### src/rtl/adder16_pkg.sv
// rtl/adder16_pkg.sv - shared types and defaults for the adder16 slice scheduler
package adder16_pkg;

  localparam int WIDTH_DEF   = 16;
  localparam int SLICE_W_DEF = 4;

  typedef enum logic [1:0] {
    ST_IDLE = 2'd0,
    ST_RUN  = 2'd1,
    ST_DONE = 2'd2
  } state_e;

  typedef struct packed {
    logic [SLICE_W_DEF-1:0] s;
    logic                   co;
  } slice_res_t;

endpackage

### src/rtl/adder16_slice_sched_if.sv
// rtl/adder16_slice_sched_if.sv - request/response bundle of the slice scheduler
import adder16_pkg::*;

interface adder16_slice_sched_if #(
  parameter int WIDTH   = WIDTH_DEF,
  parameter int SLICE_W = SLICE_W_DEF
);
  localparam int NSLICE = WIDTH / SLICE_W;

  logic              in_valid;
  logic              in_ready;
  logic [WIDTH-1:0]  a;
  logic [WIDTH-1:0]  b;
  logic              cin;
  logic [NSLICE-1:0] approx_mask;
  logic              out_valid;
  logic              out_ready;
  logic [WIDTH-1:0]  sum;
  logic              cout;
  logic              busy;

  modport master (
    output in_valid, a, b, cin, approx_mask, out_ready,
    input  in_ready, out_valid, sum, cout, busy
  );

  modport slave (
    input  in_valid, a, b, cin, approx_mask, out_ready,
    output in_ready, out_valid, sum, cout, busy
  );

endinterface

### src/rtl/adder16_slice_unit.sv
// rtl/adder16_slice_unit.sv - one shared adder slice, exact or OR-based approximate
// Swap point for BMF-approximated partitions; purely combinational.
module adder16_slice_unit #(
  parameter int SLICE_W = 4
) (
  input  logic [SLICE_W-1:0] as,
  input  logic [SLICE_W-1:0] bs,
  input  logic               ci,
  input  logic               approx,
  output logic [SLICE_W-1:0] s,
  output logic               co
);

  // Widened by one bit so the carry is taken before any truncation.
  logic [SLICE_W:0] exact;
  assign exact = {1'b0, as} + {1'b0, bs} + {{SLICE_W{1'b0}}, ci};

  always_comb begin
    s  = exact[SLICE_W-1:0];
    co = exact[SLICE_W];
    if (approx) begin
      s  = as | bs;
      co = as[SLICE_W-1] & bs[SLICE_W-1];
    end
  end

endmodule

### src/rtl/adder16_slice_sched.sv
// rtl/adder16_slice_sched.sv - WIDTH-bit add sequenced LSB-first over one shared slice
// Outputs decode from the state register or come straight from flops.
module adder16_slice_sched
  import adder16_pkg::*;
#(
  parameter int WIDTH   = WIDTH_DEF,
  parameter int SLICE_W = SLICE_W_DEF
) (
  input  logic                 clk,
  input  logic                 rst_n,
  adder16_slice_sched_if.slave bus
);

  localparam int NSLICE = WIDTH / SLICE_W;
  localparam int IDX_W  = (NSLICE > 1) ? $clog2(NSLICE) : 1;

  localparam logic [1:0] IDLE = 2'(ST_IDLE);
  localparam logic [1:0] RUN  = 2'(ST_RUN);
  localparam logic [1:0] DONE = 2'(ST_DONE);

  localparam logic [IDX_W-1:0] LAST_IDX = IDX_W'(NSLICE - 1);

  logic [1:0]        state;
  logic [IDX_W-1:0]  idx;
  logic [WIDTH-1:0]  a_q;
  logic [WIDTH-1:0]  b_q;
  logic [NSLICE-1:0] mask_q;
  logic              carry;
  logic [WIDTH-1:0]  sum_q;
  logic              cout_q;

  logic [SLICE_W-1:0] as_k;
  logic [SLICE_W-1:0] bs_k;
  logic [SLICE_W-1:0] s_k;
  logic               co_k;
  logic               approx_k;

  assign as_k     = a_q[idx*SLICE_W +: SLICE_W];
  assign bs_k     = b_q[idx*SLICE_W +: SLICE_W];
  assign approx_k = mask_q[idx];

  adder16_slice_unit #(
    .SLICE_W (SLICE_W)
  ) u_slice (
    .as     (as_k),
    .bs     (bs_k),
    .ci     (carry),
    .approx (approx_k),
    .s      (s_k),
    .co     (co_k)
  );

  assign bus.in_ready  = (state == IDLE);
  assign bus.out_valid = (state == DONE);
  assign bus.busy      = (state != IDLE);
  assign bus.sum       = sum_q;
  assign bus.cout      = cout_q;

  always_ff @(posedge clk or negedge rst_n) begin
    if (!rst_n) begin
      state  <= IDLE;
      idx    <= '0;
      a_q    <= '0;
      b_q    <= '0;
      mask_q <= '0;
      carry  <= 1'b0;
      sum_q  <= '0;
      cout_q <= 1'b0;
    end else begin
      case (state)
        IDLE: begin
          if (bus.in_valid) begin
            a_q    <= bus.a;
            b_q    <= bus.b;
            mask_q <= bus.approx_mask;
            carry  <= bus.cin;
            sum_q  <= '0;
            idx    <= '0;
            state  <= RUN;
          end
        end
        RUN: begin
          sum_q[idx*SLICE_W +: SLICE_W] <= s_k;
          carry <= co_k;
          if (idx == LAST_IDX) begin
            idx    <= '0;
            cout_q <= co_k;
            state  <= DONE;
          end else begin
            idx <= idx + 1'b1;
          end
        end
        DONE: begin
          if (bus.out_ready) begin
            state <= IDLE;
          end
        end
        default: state <= IDLE;
      endcase
    end
  end

endmodule

### src/flat_wrapper.sv
// flat-port wrapper written by rule: the top's interface ports become plain ports
module adder16_slice_sched_flat import adder16_pkg::*;
#(
  parameter int WIDTH   = WIDTH_DEF,
  parameter int SLICE_W = SLICE_W_DEF
)
  (clk, rst_n, bus_in_valid, bus_a, bus_b, bus_cin, bus_approx_mask, bus_out_ready, bus_in_ready, bus_out_valid, bus_sum, bus_cout, bus_busy);
  adder16_slice_sched_if #(.WIDTH(WIDTH), .SLICE_W(SLICE_W)) bus_i ();
  input  logic clk;
  input  logic rst_n;
  input wire logic [$bits(bus_i.in_valid)-1:0] bus_in_valid;
  input wire logic [$bits(bus_i.a)-1:0] bus_a;
  input wire logic [$bits(bus_i.b)-1:0] bus_b;
  input wire logic [$bits(bus_i.cin)-1:0] bus_cin;
  input wire logic [$bits(bus_i.approx_mask)-1:0] bus_approx_mask;
  input wire logic [$bits(bus_i.out_ready)-1:0] bus_out_ready;
  output wire logic [$bits(bus_i.in_ready)-1:0] bus_in_ready;
  output wire logic [$bits(bus_i.out_valid)-1:0] bus_out_valid;
  output wire logic [$bits(bus_i.sum)-1:0] bus_sum;
  output wire logic [$bits(bus_i.cout)-1:0] bus_cout;
  output wire logic [$bits(bus_i.busy)-1:0] bus_busy;
  assign bus_i.in_valid = bus_in_valid;
  assign bus_i.a = bus_a;
  assign bus_i.b = bus_b;
  assign bus_i.cin = bus_cin;
  assign bus_i.approx_mask = bus_approx_mask;
  assign bus_i.out_ready = bus_out_ready;
  assign bus_in_ready = bus_i.in_ready;
  assign bus_out_valid = bus_i.out_valid;
  assign bus_sum = bus_i.sum;
  assign bus_cout = bus_i.cout;
  assign bus_busy = bus_i.busy;
  adder16_slice_sched #(.WIDTH(WIDTH), .SLICE_W(SLICE_W)) u_core (.clk(clk), .rst_n(rst_n), .bus(bus_i));
endmodule
### config.mk
export PLATFORM = sky130hd
export DESIGN_NAME = adder16_slice_sched_flat
export DESIGN_NICKNAME = d
export VERILOG_FILES = /design/src/rtl/adder16_pkg.sv /design/src/rtl/adder16_slice_sched_if.sv /design/src/rtl/adder16_slice_unit.sv /design/src/rtl/adder16_slice_sched.sv /design/src/flat_wrapper.sv
export SDC_FILE = /design/constraint.sdc
export NUM_CORES = 1
export LEC_CHECK = 0
export ABC_AREA = 0
export BUFFER_PORTS_ARGS = -buffer_cell sky130_fd_sc_hd__buf_2
export CAP_MARGIN = 20
export CORE_MARGIN = 2
export CORE_UTILIZATION = 49
export DETAILED_ROUTE_END_ITERATION = 7
export GPL_ROUTABILITY_DRIVEN = 0
export PLACE_DENSITY = 0.8
export SLEW_MARGIN = 15
export SYNTH_ARGS = -nofsm -noshare
export SYNTH_HDL_FRONTEND = slang
export SYNTH_SLANG_ARGS = --single-unit
### constraint.sdc
create_clock -name clk -period 2.68 [get_ports clk]
set_input_delay 0.536 -clock clk [delete_from_list [all_inputs] [get_ports clk]]
set_output_delay 0.536 -clock clk [all_outputs]
set_load 0.03 [all_outputs]
==> flow_metrics.env <==
export IMPL_globalRouteOverflowTotal=0
export IMPL_cap_violations=0
export IMPL_nNetsFinal=328
export IMPL_io_pins=61
export IMPL_crit_required_ns=2.96
export IMPL_hold_viol_final=0
export IMPL_drt_total_wl_microns=5862
export IMPL_avgSynthCellArea_sq_um=13.71
export IMPL_crit_path_end_kind="flip-flop"
export IMPL_drive_gt1_share_pct=46.59
export IMPL_final_antenna_net_count=0
export IMPL_worstPathCellList="mux4_1 -> fa_1 -> fa_1 -> nor2_1 -> a21oi_1 -> a22o_1"
export IMPL_cp_arrival_ns=2.84
export IMPL_syn_to_final_growth_pct=22.39
export IMPL_async_reset_ff_share_pct=100.0
export IMPL_leakage_nw=1.668
export IMPL_clkTransAtPathRegs_ns=0.07
export IMPL_cts_sinks=58
export IMPL_cts_root_buf="clkbuf_8"
export IMPL_synth_edf_count=0
export IMPL_period_share_pct=95.59
export IMPL_antenna_found_initial=0
export IMPL_core_sq_mm=0.005540
export IMPL_fill_cells=444
export IMPL_synth_seq_cells=58
export IMPL_hold_class="input port to asynchronous set/reset pin"
export IMPL_mostFrequentLayoutCells="buf_2, dfrtp_1, mux2_2"
export IMPL_die_w_microns=79.75
export IMPL_clock_skew_ns=0.007279
export IMPL_crit_slowest_cell="mux4_1"
export IMPL_worst_slack_ns=0.1181
export IMPL_drc=0
export IMPL_ctsResizeCount=0
export IMPL_ff2ff_setup_slack_ns=0.12
export IMPL_crit_top_cell="fa_1"
export IMPL_detail_route_wl_per_cell_microns=16.70
export IMPL_final_setup_viol_count=0
export IMPL_critPathKind="flip-flop to flip-flop"
export IMPL_clock_latency_ns=0.34
export IMPL_cts_tree="built"
export IMPL_dp_slack_ns=0.1119
export IMPL_cts_hold_buf=0
export IMPL_min_period_ns=2.562
export IMPL_postCtsSetupRepairBufs=0
export IMPL_hold_worst_slack_ns=0.02826
export IMPL_outcome="complete, no violations"
export IMPL_start_util_pct=50.75
export IMPL_grt_pass1_wl_microns=10050
export IMPL_io_buffers=60
export IMPL_synth_area_sq_mm=0.002811
export IMPL_cp_startpoint="u_core.idx[0]"
export IMPL_setup_tns_ns=0
export IMPL_r2r_start="u_core.idx[0]"
export IMPL_maxSlewViolCount=0
export IMPL_die_h_microns=79.75
export IMPL_synth_seq_area_share_pct=51.62
export IMPL_grt_usage_pct=21.61
export IMPL_fin_cells=351
export IMPL_drtPass1Iterations=4
export IMPL_viasPerCell=5.493
export IMPL_clk_path_buf_depth=2
export IMPL_rows=27
export IMPL_netlist_area_leader_share_pct=51.62
export IMPL_syn_num_nets=259
export IMPL_grt_pass1_vias=2079
export IMPL_dp_hpwl_microns=4302
export IMPL_max_freq_ghz=0.3903
export IMPL_dp_cells=335
export IMPL_p_per_area_mw_per_mm2=1485
export IMPL_drtIter0Drc=77
export IMPL_rsz0062_at_grt="false"
export IMPL_slew_headroom_pct=53.75
export IMPL_ys_flop_type="dfrtp_1"
export IMPL_worst_pin_slew_ns=0.6841
export IMPL_num_vias=1928
export IMPL_synth_largest_area_cell="dfrtp_1"
export IMPL_startpoint_type="flip-flop"
export IMPL_critPathMaxStageDelay_ns=0.62
export IMPL_synth_warnings=0
export IMPL_synth_area_top_cells="dfrtp_1, mux2_2, a22o_1"
export IMPL_die_area_sq_mm=0.006359
export IMPL_htreeDepth=3
export IMPL_crit_fanout=4
export IMPL_synth_cells=205
export IMPL_vdd_drop_max_mv=0.6207
export IMPL_yosys_cell_types_count=35
export IMPL_numCtsBuffers=9
export IMPL_diodes=0
export IMPL_final_common_cell="buf_2"
export IMPL_grt_start_max_net_pins=38
## critical path: cells and delay by family (launching register included)
family,cells,cell delay (ns)
AO/OA/AOI/OAI,2,0.47
multiplexers,1,0.62
AND/OR/NAND/NOR,1,0.04
flip-flops,1,0.42
adder cells (fa/ha/maj),2,0.93
## power breakdown
part           total (W)  leakage [nW]  switching (W)  internal [W]
Clock           0.000951         0.119       0.000353      0.000598
Combinational    0.00259         0.832        0.00142       0.00118
Sequential       0.00157         0.717       0.000281       0.00129
Total            0.00511          1.67        0.00205       0.00306
## logic make-up (layout without fill, tap and decap cells)
logic type                 after synthesis  in the layout  share of synthesized area [%]
AOI/OAI and AO/OA                       36             36                          10.15
xor gates and xnor gates                 1              1                         0.3116
adders and majority gates               13             13                          6.320
buffers and inverters                   21             95                          3.560
DFF                                     58             58                          51.62
muxes                                   45             45                          22.03
and+or+nand+nor                         31             31                          6.009
## state kept, by name (all words and copies together) (netlist names)
signal,count
u_core.bus.sum,16
u_core.b_q,16
u_core.mask_q,4
u_core.idx,2
u_core.a_q,16
u_core.bus.cout,1
u_core.state,2
u_core.carry,1
## cell type report
class	count	area, sq um	share of cell area, %
sequential	58	1451	42.18
multi-input combinational	126	1264	36.73
timing repair buffer	67	352.8	10.25
clock buffer	12	165.2	4.800
tap	72	90.09	2.618
clock inverter	4	72.57	2.109
inverter	12	45.04	1.309
## stage by stage
stage | utilization (%) | total power, W | instance area (sq um)
5_1_grt | 62.10 | 0.005488 | 3441
2_1_floorplan | - | 0.003526 | 2814
6_report | 62.10 | 0.005110 | 3441
4_1_cts | 62.04 | 0.005128 | 3437
3_5_place_dp | 57.75 | 0.004150 | 3199
3_3_place_gp | 57.75 | 0.004030 | 3199
## worst paths after layout
kind	end	cells after the start
setup / recovery	u_core.bus.sum[13]	6
hold reg to reg	u_core.bus.sum[9]	1
min in group clk	u_core.state[1]	2
max in group asynchronous	u_core.a_q[13]	2
setup reg to reg	u_core.bus.sum[13]	6
hold / removal	u_core.b_q[1]	1
## cell usage after synthesis (2+ instances only)
library cell and count:
fa_1 2, ha_1 11, o31ai_1 2, a21oi_1 7, buf_2 5, mux2_2 36
nand2_1 8, mux4_2 6, dfrtp_1 58, nand2b_1 6, nand3_1 2, a22o_1 16
inv_1 12, a21o_1 4, mux4_1 3, nor2_1 5, nor3_1 2, buf_4 2
o21ai_0 2
## routing by layer
layer  vias to the layer above  routed length, microns  track usage (%)
li1                        889                       -                -
met1                       955                    2458            26.60
met2                        67                    2831            33.70
met3                        17                     401            8.484
met4                         0                     171            9.831
met5                         -                       0                0
(Power assumes the default switching activity.)
